$ cat src/rtl/fpu_mul_pkg.sv
// Shared types and FP32 constants for the multiplier controller.
package fpu_mul_pkg;

    typedef enum logic [2:0] {
        ST_IDLE,
        ST_ISSUE,
        ST_WAIT,
        ST_PACK,
        ST_RESP
    } state_e;

    localparam int FP_W       = 32;
    localparam int MANT_W     = 24;
    localparam int NORM_W     = 25;
    localparam int SHL_W      = 5;
    localparam int FP_BIAS    = 127;
    localparam int FP_EXP_MAX = 255;

    localparam logic [FP_W-1:0] FP_QNAN = 32'h7FC0_0000;

    // The datapath always sees a normal mantissa; exponent 0 is not special here.
    function automatic logic [MANT_W-1:0] mantOf(input logic [FP_W-1:0] x);
        return {1'b1, x[22:0]};
    endfunction

endpackage

$ cat src/rtl/fmul_ctrl_rr_arb2.sv
// Two-way round-robin arbiter; the pointer moves past the winner only when update_i is set.
module rr_arb2 (
    input  logic       clk,
    input  logic       rst_n,
    input  logic [1:0] valid_i,
    input  logic       update_i,
    output logic [1:0] grant_o,
    output logic       grant_id_o
);

    logic ptr_q;

    always_comb begin
        grant_o = valid_i;
        if (valid_i == 2'b11) begin
            grant_o = ptr_q ? 2'b10 : 2'b01;
        end
        grant_id_o = grant_o[1];
    end

    always_ff @(posedge clk or negedge rst_n) begin
        if (!rst_n) begin
            ptr_q <= 1'b0;
        end else if (update_i) begin
            ptr_q <= ~grant_id_o;
        end
    end

endmodule

$ cat src/rtl/fmul_ctrl.sv
// Shares one FP32 mantissa multiply/normalize datapath between two requesters.
// Define FMUL_SPECIAL_EN to resolve zero/inf/NaN operands without using the datapath.
module fmul_ctrl
    import fpu_mul_pkg::*;
(
    input  logic        clk,
    input  logic        rst_n,
    input  logic [1:0]  req_valid,
    output logic [1:0]  req_ready,
    input  logic [63:0] req_a,
    input  logic [63:0] req_b,
    output logic        dp_start,
    output logic [23:0] dp_mant_a,
    output logic [23:0] dp_mant_b,
    input  logic        dp_done,
    input  logic [24:0] dp_norm,
    input  logic [4:0]  dp_shl,
    input  logic        dp_ovf,
    output logic        rsp_valid,
    input  logic        rsp_ready,
    output logic        rsp_id,
    output logic [31:0] rsp_result,
    output logic [1:0]  rsp_flags
);

    localparam logic signed [9:0] BIAS_S    = 10'(FP_BIAS);
    localparam logic signed [9:0] EXP_MAX_S = 10'(FP_EXP_MAX);

    state_e            state_q;
    logic [1:0]        grant;
    logic              grantId;
    logic              isIdle;
    logic              accept;
    logic [FP_W-1:0]   selA;
    logic [FP_W-1:0]   selB;

    logic              signA_q;
    logic              signB_q;
    logic [7:0]        expA_q;
    logic [7:0]        expB_q;
    logic              id_q;
    logic [22:0]       normFrac_q;
    logic [SHL_W-1:0]  shl_q;
    logic              ovf_q;

    logic              dpStart_q;
    logic [MANT_W-1:0] mantA_q;
    logic [MANT_W-1:0] mantB_q;
    logic              rspValid_q;
    logic              rspId_q;
    logic [FP_W-1:0]   rspResult_q;
    logic [1:0]        rspFlags_q;

    logic signed [9:0] expSum;
    logic              packSign;
    logic [FP_W-1:0]   packResult;
    logic [1:0]        packFlags;
    logic              unusedNormBits;

    assign isIdle    = (state_q == ST_IDLE);
    assign req_ready = grant & {2{isIdle}};
    assign accept    = |(req_valid & req_ready);
    assign selA      = grantId ? req_a[63:32] : req_a[31:0];
    assign selB      = grantId ? req_b[63:32] : req_b[31:0];

    // Hidden bit and sticky come back from the datapath but truncation never needs them.
    assign unusedNormBits = dp_norm[24] ^ dp_norm[0];

    rr_arb2 u_arb (
        .clk        (clk),
        .rst_n      (rst_n),
        .valid_i    (req_valid),
        .update_i   (accept),
        .grant_o    (grant),
        .grant_id_o (grantId)
    );

`ifdef FMUL_SPECIAL_EN
    logic            aZero, bZero, aInf, bInf, aNan, bNan, specSign;
    logic            isSpecial;
    logic [FP_W-1:0] specResult;

    assign aZero    = (selA[30:23] == 8'h00);
    assign bZero    = (selB[30:23] == 8'h00);
    assign aInf     = (selA[30:23] == 8'hFF) && (selA[22:0] == 23'd0);
    assign bInf     = (selB[30:23] == 8'hFF) && (selB[22:0] == 23'd0);
    assign aNan     = (selA[30:23] == 8'hFF) && (selA[22:0] != 23'd0);
    assign bNan     = (selB[30:23] == 8'hFF) && (selB[22:0] != 23'd0);
    assign specSign = selA[31] ^ selB[31];

    // NaN wins over inf, inf over zero; 0 x inf is invalid and also yields the quiet NaN.
    always_comb begin
        isSpecial  = 1'b1;
        specResult = {specSign, 31'd0};
        if (aNan || bNan || (aZero && bInf) || (aInf && bZero)) begin
            specResult = FP_QNAN;
        end else if (aInf || bInf) begin
            specResult = {specSign, 8'hFF, 23'd0};
        end else if (aZero || bZero) begin
            specResult = {specSign, 31'd0};
        end else begin
            isSpecial = 1'b0;
        end
    end
`endif

    // Ten signed bits cover every sum from 0+0-127-31 up to 255+255-127+1.
    always_comb begin
        packSign   = signA_q ^ signB_q;
        expSum     = $signed({2'b00, expA_q}) + $signed({2'b00, expB_q}) - BIAS_S
                   + $signed({9'd0, ovf_q}) - $signed({5'd0, shl_q});
        packResult = {packSign, expSum[7:0], normFrac_q};
        packFlags  = 2'b00;
        if (expSum >= EXP_MAX_S) begin
            packResult = {packSign, 8'hFF, 23'd0};
            packFlags  = 2'b10;
        end else if (expSum <= 10'sd0) begin
            packResult = {packSign, 31'd0};
            packFlags  = 2'b01;
        end
    end

    always_ff @(posedge clk or negedge rst_n) begin
        if (!rst_n) begin
            state_q     <= ST_IDLE;
            signA_q     <= 1'b0;
            signB_q     <= 1'b0;
            expA_q      <= 8'd0;
            expB_q      <= 8'd0;
            id_q        <= 1'b0;
            normFrac_q  <= 23'd0;
            shl_q       <= '0;
            ovf_q       <= 1'b0;
            dpStart_q   <= 1'b0;
            mantA_q     <= '0;
            mantB_q     <= '0;
            rspValid_q  <= 1'b0;
            rspId_q     <= 1'b0;
            rspResult_q <= '0;
            rspFlags_q  <= 2'b00;
        end else begin
            dpStart_q <= 1'b0;
            case (state_q)
                ST_IDLE: begin
                    if (accept) begin
                        signA_q <= selA[31];
                        signB_q <= selB[31];
                        expA_q  <= selA[30:23];
                        expB_q  <= selB[30:23];
                        id_q    <= grantId;
                        mantA_q <= mantOf(selA);
                        mantB_q <= mantOf(selB);
`ifdef FMUL_SPECIAL_EN
                        if (isSpecial) begin
                            rspResult_q <= specResult;
                            rspFlags_q  <= 2'b00;
                            rspId_q     <= grantId;
                            rspValid_q  <= 1'b1;
                            state_q     <= ST_RESP;
                        end else begin
                            dpStart_q <= 1'b1;
                            state_q   <= ST_ISSUE;
                        end
`else
                        dpStart_q <= 1'b1;
                        state_q   <= ST_ISSUE;
`endif
                    end
                end
                ST_ISSUE: begin
                    state_q <= ST_WAIT;
                end
                ST_WAIT: begin
                    if (dp_done) begin
                        normFrac_q <= dp_norm[23:1];
                        shl_q      <= dp_shl;
                        ovf_q      <= dp_ovf;
                        state_q    <= ST_PACK;
                    end
                end
                ST_PACK: begin
                    rspResult_q <= packResult;
                    rspFlags_q  <= packFlags;
                    rspId_q     <= id_q;
                    rspValid_q  <= 1'b1;
                    state_q     <= ST_RESP;
                end
                ST_RESP: begin
                    if (rsp_ready) begin
                        rspValid_q <= 1'b0;
                        state_q    <= ST_IDLE;
                    end
                end
                default: begin
                    state_q <= ST_IDLE;
                end
            endcase
        end
    end

    assign dp_start   = dpStart_q;
    assign dp_mant_a  = mantA_q;
    assign dp_mant_b  = mantB_q;
    assign rsp_valid  = rspValid_q;
    assign rsp_id     = rspId_q;
    assign rsp_result = rspResult_q;
    assign rsp_flags  = rspFlags_q;

endmodule

$ cat config.mk
export PLATFORM = sky130hd
export DESIGN_NAME = fmul_ctrl
export DESIGN_NICKNAME = d
export VERILOG_FILES = /design/src/rtl/fpu_mul_pkg.sv /design/src/rtl/fmul_ctrl_rr_arb2.sv /design/src/rtl/fmul_ctrl.sv
export SDC_FILE = /design/constraint.sdc
export NUM_CORES = 1
export LEC_CHECK = 0
export ABC_AREA = 1
export CORE_MARGIN = 3
export CORE_UTILIZATION = 25
export DETAILED_ROUTE_END_ITERATION = 10
export REMOVE_ABC_BUFFERS = 1
export SYNTH_ARGS = -nofsm -noshare
export SYNTH_HDL_FRONTEND = slang
export SYNTH_HIERARCHICAL = 1
export SYNTH_SLANG_ARGS = --single-unit
$ cat constraint.sdc
create_clock -name clk -period 3.9 [get_ports clk]
set_input_delay 0.78 -clock clk [delete_from_list [all_inputs] [get_ports clk]]
set_output_delay 0.78 -clock clk [all_outputs]
set_load 0.05 [all_outputs]
# Yosys cells after proc, flatten, opt, wreduce, memory -nomap -nowiden
# Index checks and enable logic that the tools add are counted.
[word_totals]
output_inout_bits = 87
wordCells = 58
inputBits = 165
ff_bits = 137
[op_classes]
magnitude_cmp = 2
n_addsub = 4
bitwise = 4
n_reduce_logical = 7
mux = 16
n_eq_ne = 8
[op_table]
columns = ["cell", "n"]
rows = [
  ["32-bit 2-to-1 mux", 2],
  ["31-bit 2-to-1 mux", 2],
  ["3-bit case mux with 5 select lines", 1],
  ["10-bit by 2-bit adder with 10-bit output", 1],
  ["10-bit by 9-bit greater-or-equal comparator with 1-bit output, second input constant", 1],
  ["10-bit by 1-bit less-or-equal comparator with 1-bit output, second input constant", 1],
  ["10-bit by 6-bit subtractor with 10-bit output", 1],
  ["9-bit by 7-bit subtractor with 10-bit output, second input constant", 1],
  ["8-bit by 8-bit adder with 9-bit output", 1],
  ["3-bit 2-to-1 mux", 3],
  ["3-bit by 2-bit equality test with 1-bit output, second input constant", 2],
  ["2-bit 2-to-1 mux", 3],
  ["2-bit AND reduction", 3],
  ["2-bit AND", 2],
  ["1-bit 2-to-1 mux", 4],
  ["2-bit inequality test, second input constant", 2],
  ["3-bit by 1-bit equality test with 1-bit output, second input constant", 1],
  ["3-bit equality test, second input constant", 1],
  ["3-bit logical NOT", 1],
  ["3-bit AND reduction", 1],
  ["2-bit equality test, second input constant", 1],
  ["2-bit by 1-bit inequality test with 1-bit output, second input constant", 1],
  ["1-bit case mux with 2 select lines", 1],
  ["2-bit nonzero test", 1],
  ["other kinds (3)", 3],
]

# Depth between registers and ports, before layout
[logic_depth]
word_depth = 7
ltp_mapped = 20
ltp_nobuf = 19

# Hierarchy
# The synthesis kept the hierarchy.
[modules_own_cells]
columns = ["module", "cells_per_inst", "area_each_um2", "instances"]
rows = [
  ["fmul_ctrl", 777, 6643.9, 1],
  ["rr_arb2", 11, 68.8, 1],
]

# Worst setup path before layout
# Ideal clock, no wire load.
[synth_timing]
path_kind = "register to register"
start = "register expA_q[0]"
end = "register rspResult_q[30] (netlist: rsp_result[30])"
path_stages_with_launch = 20
slack_ns = 0.961
t_arrival_ns = 2.826
n_path_buf = 1
period_less_slack_ns = 2.939
setup_time_ns = 0.113
cell_sequence = "dfrtp_1 inv_1 fa_1 inv_1 fa_1 ha_1 fa_1 nand2_1 nand2_1 nand3_1 nand2_1 nand2_2 nand3_4 nand2_2 nand2_2 nor2_4 buf_6 nand2_1 nand2_1 inv_1"
[synth_between]
elab_chain_len = 7
elab_cells_between_ends = 8
classes_between = "add/sub (4); order compare (2); mux (2)"
[synth_lines]
columns = ["element", "line", "source"]
rows = [
  ["from (decl)", "fmul_ctrl.sv:39", "logic [7:0] expA_q;"],
  ["from (signal assigned)", "fmul_ctrl.sv:148", "expA_q <= selA[30:23];"],
  ["8-bit by 8-bit adder with 9-bit output *", "fmul_ctrl.sv:110", "expSum = $signed({2'b00, expA_q}) + $signed({2'b00, expB_q}) - BIAS_S"],
  ["9-bit by 7-bit subtractor with 10-bit output *", "fmul_ctrl.sv:110", ""],
  ["10-bit by 2-bit adder with 10-bit output *", "fmul_ctrl.sv:111", "+ $signed({9'd0, ovf_q}) - $signed({5'd0, shl_q});"],
  ["10-bit by 6-bit subtractor with 10-bit output *", "fmul_ctrl.sv:111", ""],
  ["10-bit by 1-bit less-or-equal comparator with 1-bit output", "fmul_ctrl.sv:117", "end else if (expSum <= 10'sd0) begin"],
  ["31-bit 2-to-1 mux", "fmul_ctrl.sv:117", ""],
  ["31-bit 2-to-1 mux *", "fmul_ctrl.sv:114", "if (expSum >= EXP_MAX_S) begin"],
  ["to (signal assigned)", "fmul_ctrl.sv:182", "rspResult_q <= packResult;"],
  ["to (decl)", "fmul_ctrl.sv:51", "logic [FP_W-1:0] rspResult_q;"],
]
# Every way passes the cells marked *; elsewhere a longest branch is shown, timed or not.
# A chain may end at the register's enable or synchronous reset.

# Final worst setup path
# Same ends and word-level chain as after synthesis.

==> flow_summary.toml <==
[clock_tree]
cts_buffer_depth = 2
clk_pin_slew_ns = 0.06
clockRootBuffer = "clkbuf_16"
cts_buffers = 17
ctsHoldBuffers = 0
htreeDepth = 4
ctsResizeCount = 0
cts_tree = "yes"
worstSkewPairLatency_ns = 0.41
cts_sinks = 136
cts_setup_buffers = 0

[placement]
dp_hpwl_um = 13100
dpl-instance-area_mm2 = 0.00950
gp_congestion = 0.743
portBuffers = 249

[global_route]
grt_pass1_wl_um = 29100
grt_max_degree = 86
antenna_found_initial = 0
grt_util_all_layers_pct = 12.9
overflow = 0
grt_pass1_vias = 5658

[logic_synthesis]
syn_inst = 788
synth-seq-cells = 136
synth_top_area_share_pct = 50.7
seq_area_frac_synth_pct = 50.7
synth_commonest_cells = "nand2_1, dfrtp_1, inv_1"
syn_area_per_cell_um2 = 8.52
synth_area_leaders = "dfrtp_1, nand2_1, inv_1"
yosys.area.top_type = "dfrtp_1"
syn_area_mm2 = 0.00671
ys_async_sr_fraction_pct = 100
synth_edf_count = 0
ys.warnings.count = 6
ys_types = 30
synth.most_common_cell = "nand2_1"
synth_flop_cell = "dfrtp_1"

[hold_path]
worstHoldPathType = "in -> async"

[cells_and_area]
nFillCells = 2661
n_antenna_cell = 0
final_layout_size_suffix_gt1_share_pct = 8.29
syn2layout_area_growth_pct = 51.7
nets = 1215
finalInstanceArea_mm2 = 0.0102

[sta]
max_freq_mhz = 303
fin_crit_ns = 3.30
hold_viol = 0
maxSlewHeadroom_pct = 30.1
grt_setup_unrepaired = "no"
setup_violations = 0
fin_crit_sh_pct = 84.6
drv_slew = 0
skew_ns = 0.00892
tightest_slew_ns = 1.05

[drt]
dr.pass1.iters = 4
route.antenna.remaining_nets = 0
vias = 5715
routed_wl_um = 18300
drc = 0
first_iter_violations = 297
drt-wirelength-per-cell_um = 13.3
vias_per_cell = 4.16

[die]
core-area_mm2 = 0.0262
io_pins = 252
dieArea_mm2 = 0.0289
die_h_um = 170
std_cell_rows = 59
die_w_um = 170
initial_core_util_pct = 25.6

[pwr]
leakagePower_uw = 0.00480
power-per-cell-area_mw_per_mm2 = 989
irDropWorstVdd_v = 0.000404
finalPower_uw = 10100

[setup_path]
endpoint_kind = "register"
cp_data_required_time_ns = 4.21
worstSetupStartpointType = "register"
rr_worst_depth = 19
endpoint = "rsp_result[30]"
worstPathArrival_ns = 3.61
crit_path_max_fanout = 25
crit_start = "expA_q[0]"
path_class = "reg -> reg"
regToRegSetupSlack_ns = 0.60
r2r-start = "expA_q[0]"
r2r_end = "rsp_result[30]"

[flow_run]
drv_cap = 0

[outcome]
status = "completed"
cell type report:
| cell class | instances | area [um2] | area share (%) |
|---|---|---|---|
| sequential | 136 | 3400 | 33.4 |
| multi-input combinational | 501 | 2670 | 26.2 |
| timing repair buffer | 261 | 2600 | 25.5 |
| clock buffer | 18 | 429 | 4.22 |
| tap | 335 | 419 | 4.12 |
| inverter | 110 | 415 | 4.08 |
| clock inverter | 12 | 250 | 2.46 |
where the power goes:
group / switching (uW) / total [uW] / internal (uW) / leakage, uW
Sequential: 338 / 2400 / 2060 / 0.00167
Combinational: 3720 / 5780 / 2050 / 0.00282
Clock: 634 / 1890 / 1260 / 0.000318
Total: 4700 / 10100 / 5370 / 0.00480
cells by family after synthesis:
group	synth area share, %
AND/OR/NAND/NOR	18.8
flip-flops	50.7
XOR/XNOR	0.130
adder cells (fa/ha/maj)	5.07
multiplexers	4.36
buffers and inverters	9.77
AO/OA/AOI/OAI	11.1
cells in the final DEF, fill, tap and decap left out, drive strengths merged:
master	n
bufinv	7
clkdlybuf4s50	248
clkbuf	18
nor2	27
clkinvlp	3
fa	7
inv	110
dfrtp	136
xnor2	1
nand3b	2
clkinv	2
or2	5
a21oi	10
ha	16
o211ai	7
nand2	234
buf	13
o2111a	1
nor3	1
mux2	26
nand3	37
o21ai	126
nor3b	1
sequential cells by signal, indices dropped and copies added, names as in the netlist, 2 cells and up:
| name | count |
|---|---|
| expA_q | 8 |
| rsp_flags | 2 |
| dp_mant_a | 24 |
| dp_mant_b | 23 |
| shl_q | 5 |
| expB_q | 8 |
| normFrac_q | 23 |
| rsp_result | 32 |
| state_q | 3 |
metrics by stage:
stage | utilization [%] | TNS [ns] | std cells | hold WS (ns) | setup WS, ns
2_1_floorplan | - | -44.89 | 747 | 0.463 | -0.741
3_3_place_gp | 36.3 | 0 | 1343 | 0.460 | 0.598
3_5_place_dp | 36.3 | 0 | 1343 | 0.464 | 0.569
4_1_cts | 38.8 | 0 | 1373 | 0.459 | 0.547
5_1_grt | 38.8 | 0 | 1373 | 0.465 | 0.320
6_report | 38.8 | 0 | 1373 | 0.417 | 0.600
layer usage:
layer	wire length, um	share of wire (%)	track usage [%]	vias to the layer above
met2	8390	46	21.2	196
met4	138	0.75	2.77	0
li1	-	-	-	2957
met1	7990	44	15.8	2554
met3	1760	9.6	5.78	8
met5	0	0	0	-
worst min path at each step:
stage | startpoint | end | slack (ns) | cells after the start
2_1_floorplan | normFrac_q[0] | rsp_result[0] | 0.46 | 2
3_3_place_gp | rsp_result[17] | rsp_result[17] | 0.46 | 2
3_5_place_dp | rsp_result[13] | rsp_result[13] | 0.46 | 2
4_1_cts | rst_n | normFrac_q[13] | 0.46 | 1
5_1_grt | rst_n | rsp_result[19] | 0.47 | 1
6_report | rst_n | rsp_result[19] | 0.42 | 1
critical path: stages, from the launching register on:
cell	delay (ns)
dfrtp_1	0.32
inv_1	0.06
fa_1	0.42
inv_1	0.08
fa_1	0.41
ha_1	0.24
fa_1	0.39
nand2_1	0.09
nand2_1	0.09
nand3_1	0.09
nand2_1	0.07
nand2_2	0.08
nand3_4	0.09
nand2_2	0.09
nand2_2	0.06
nor2_4	0.23
buf_12	0.21
nand2_1	0.07
nand2_1	0.05
inv_1	0.03
Note: power is estimated with default switching activity, not from simulation.
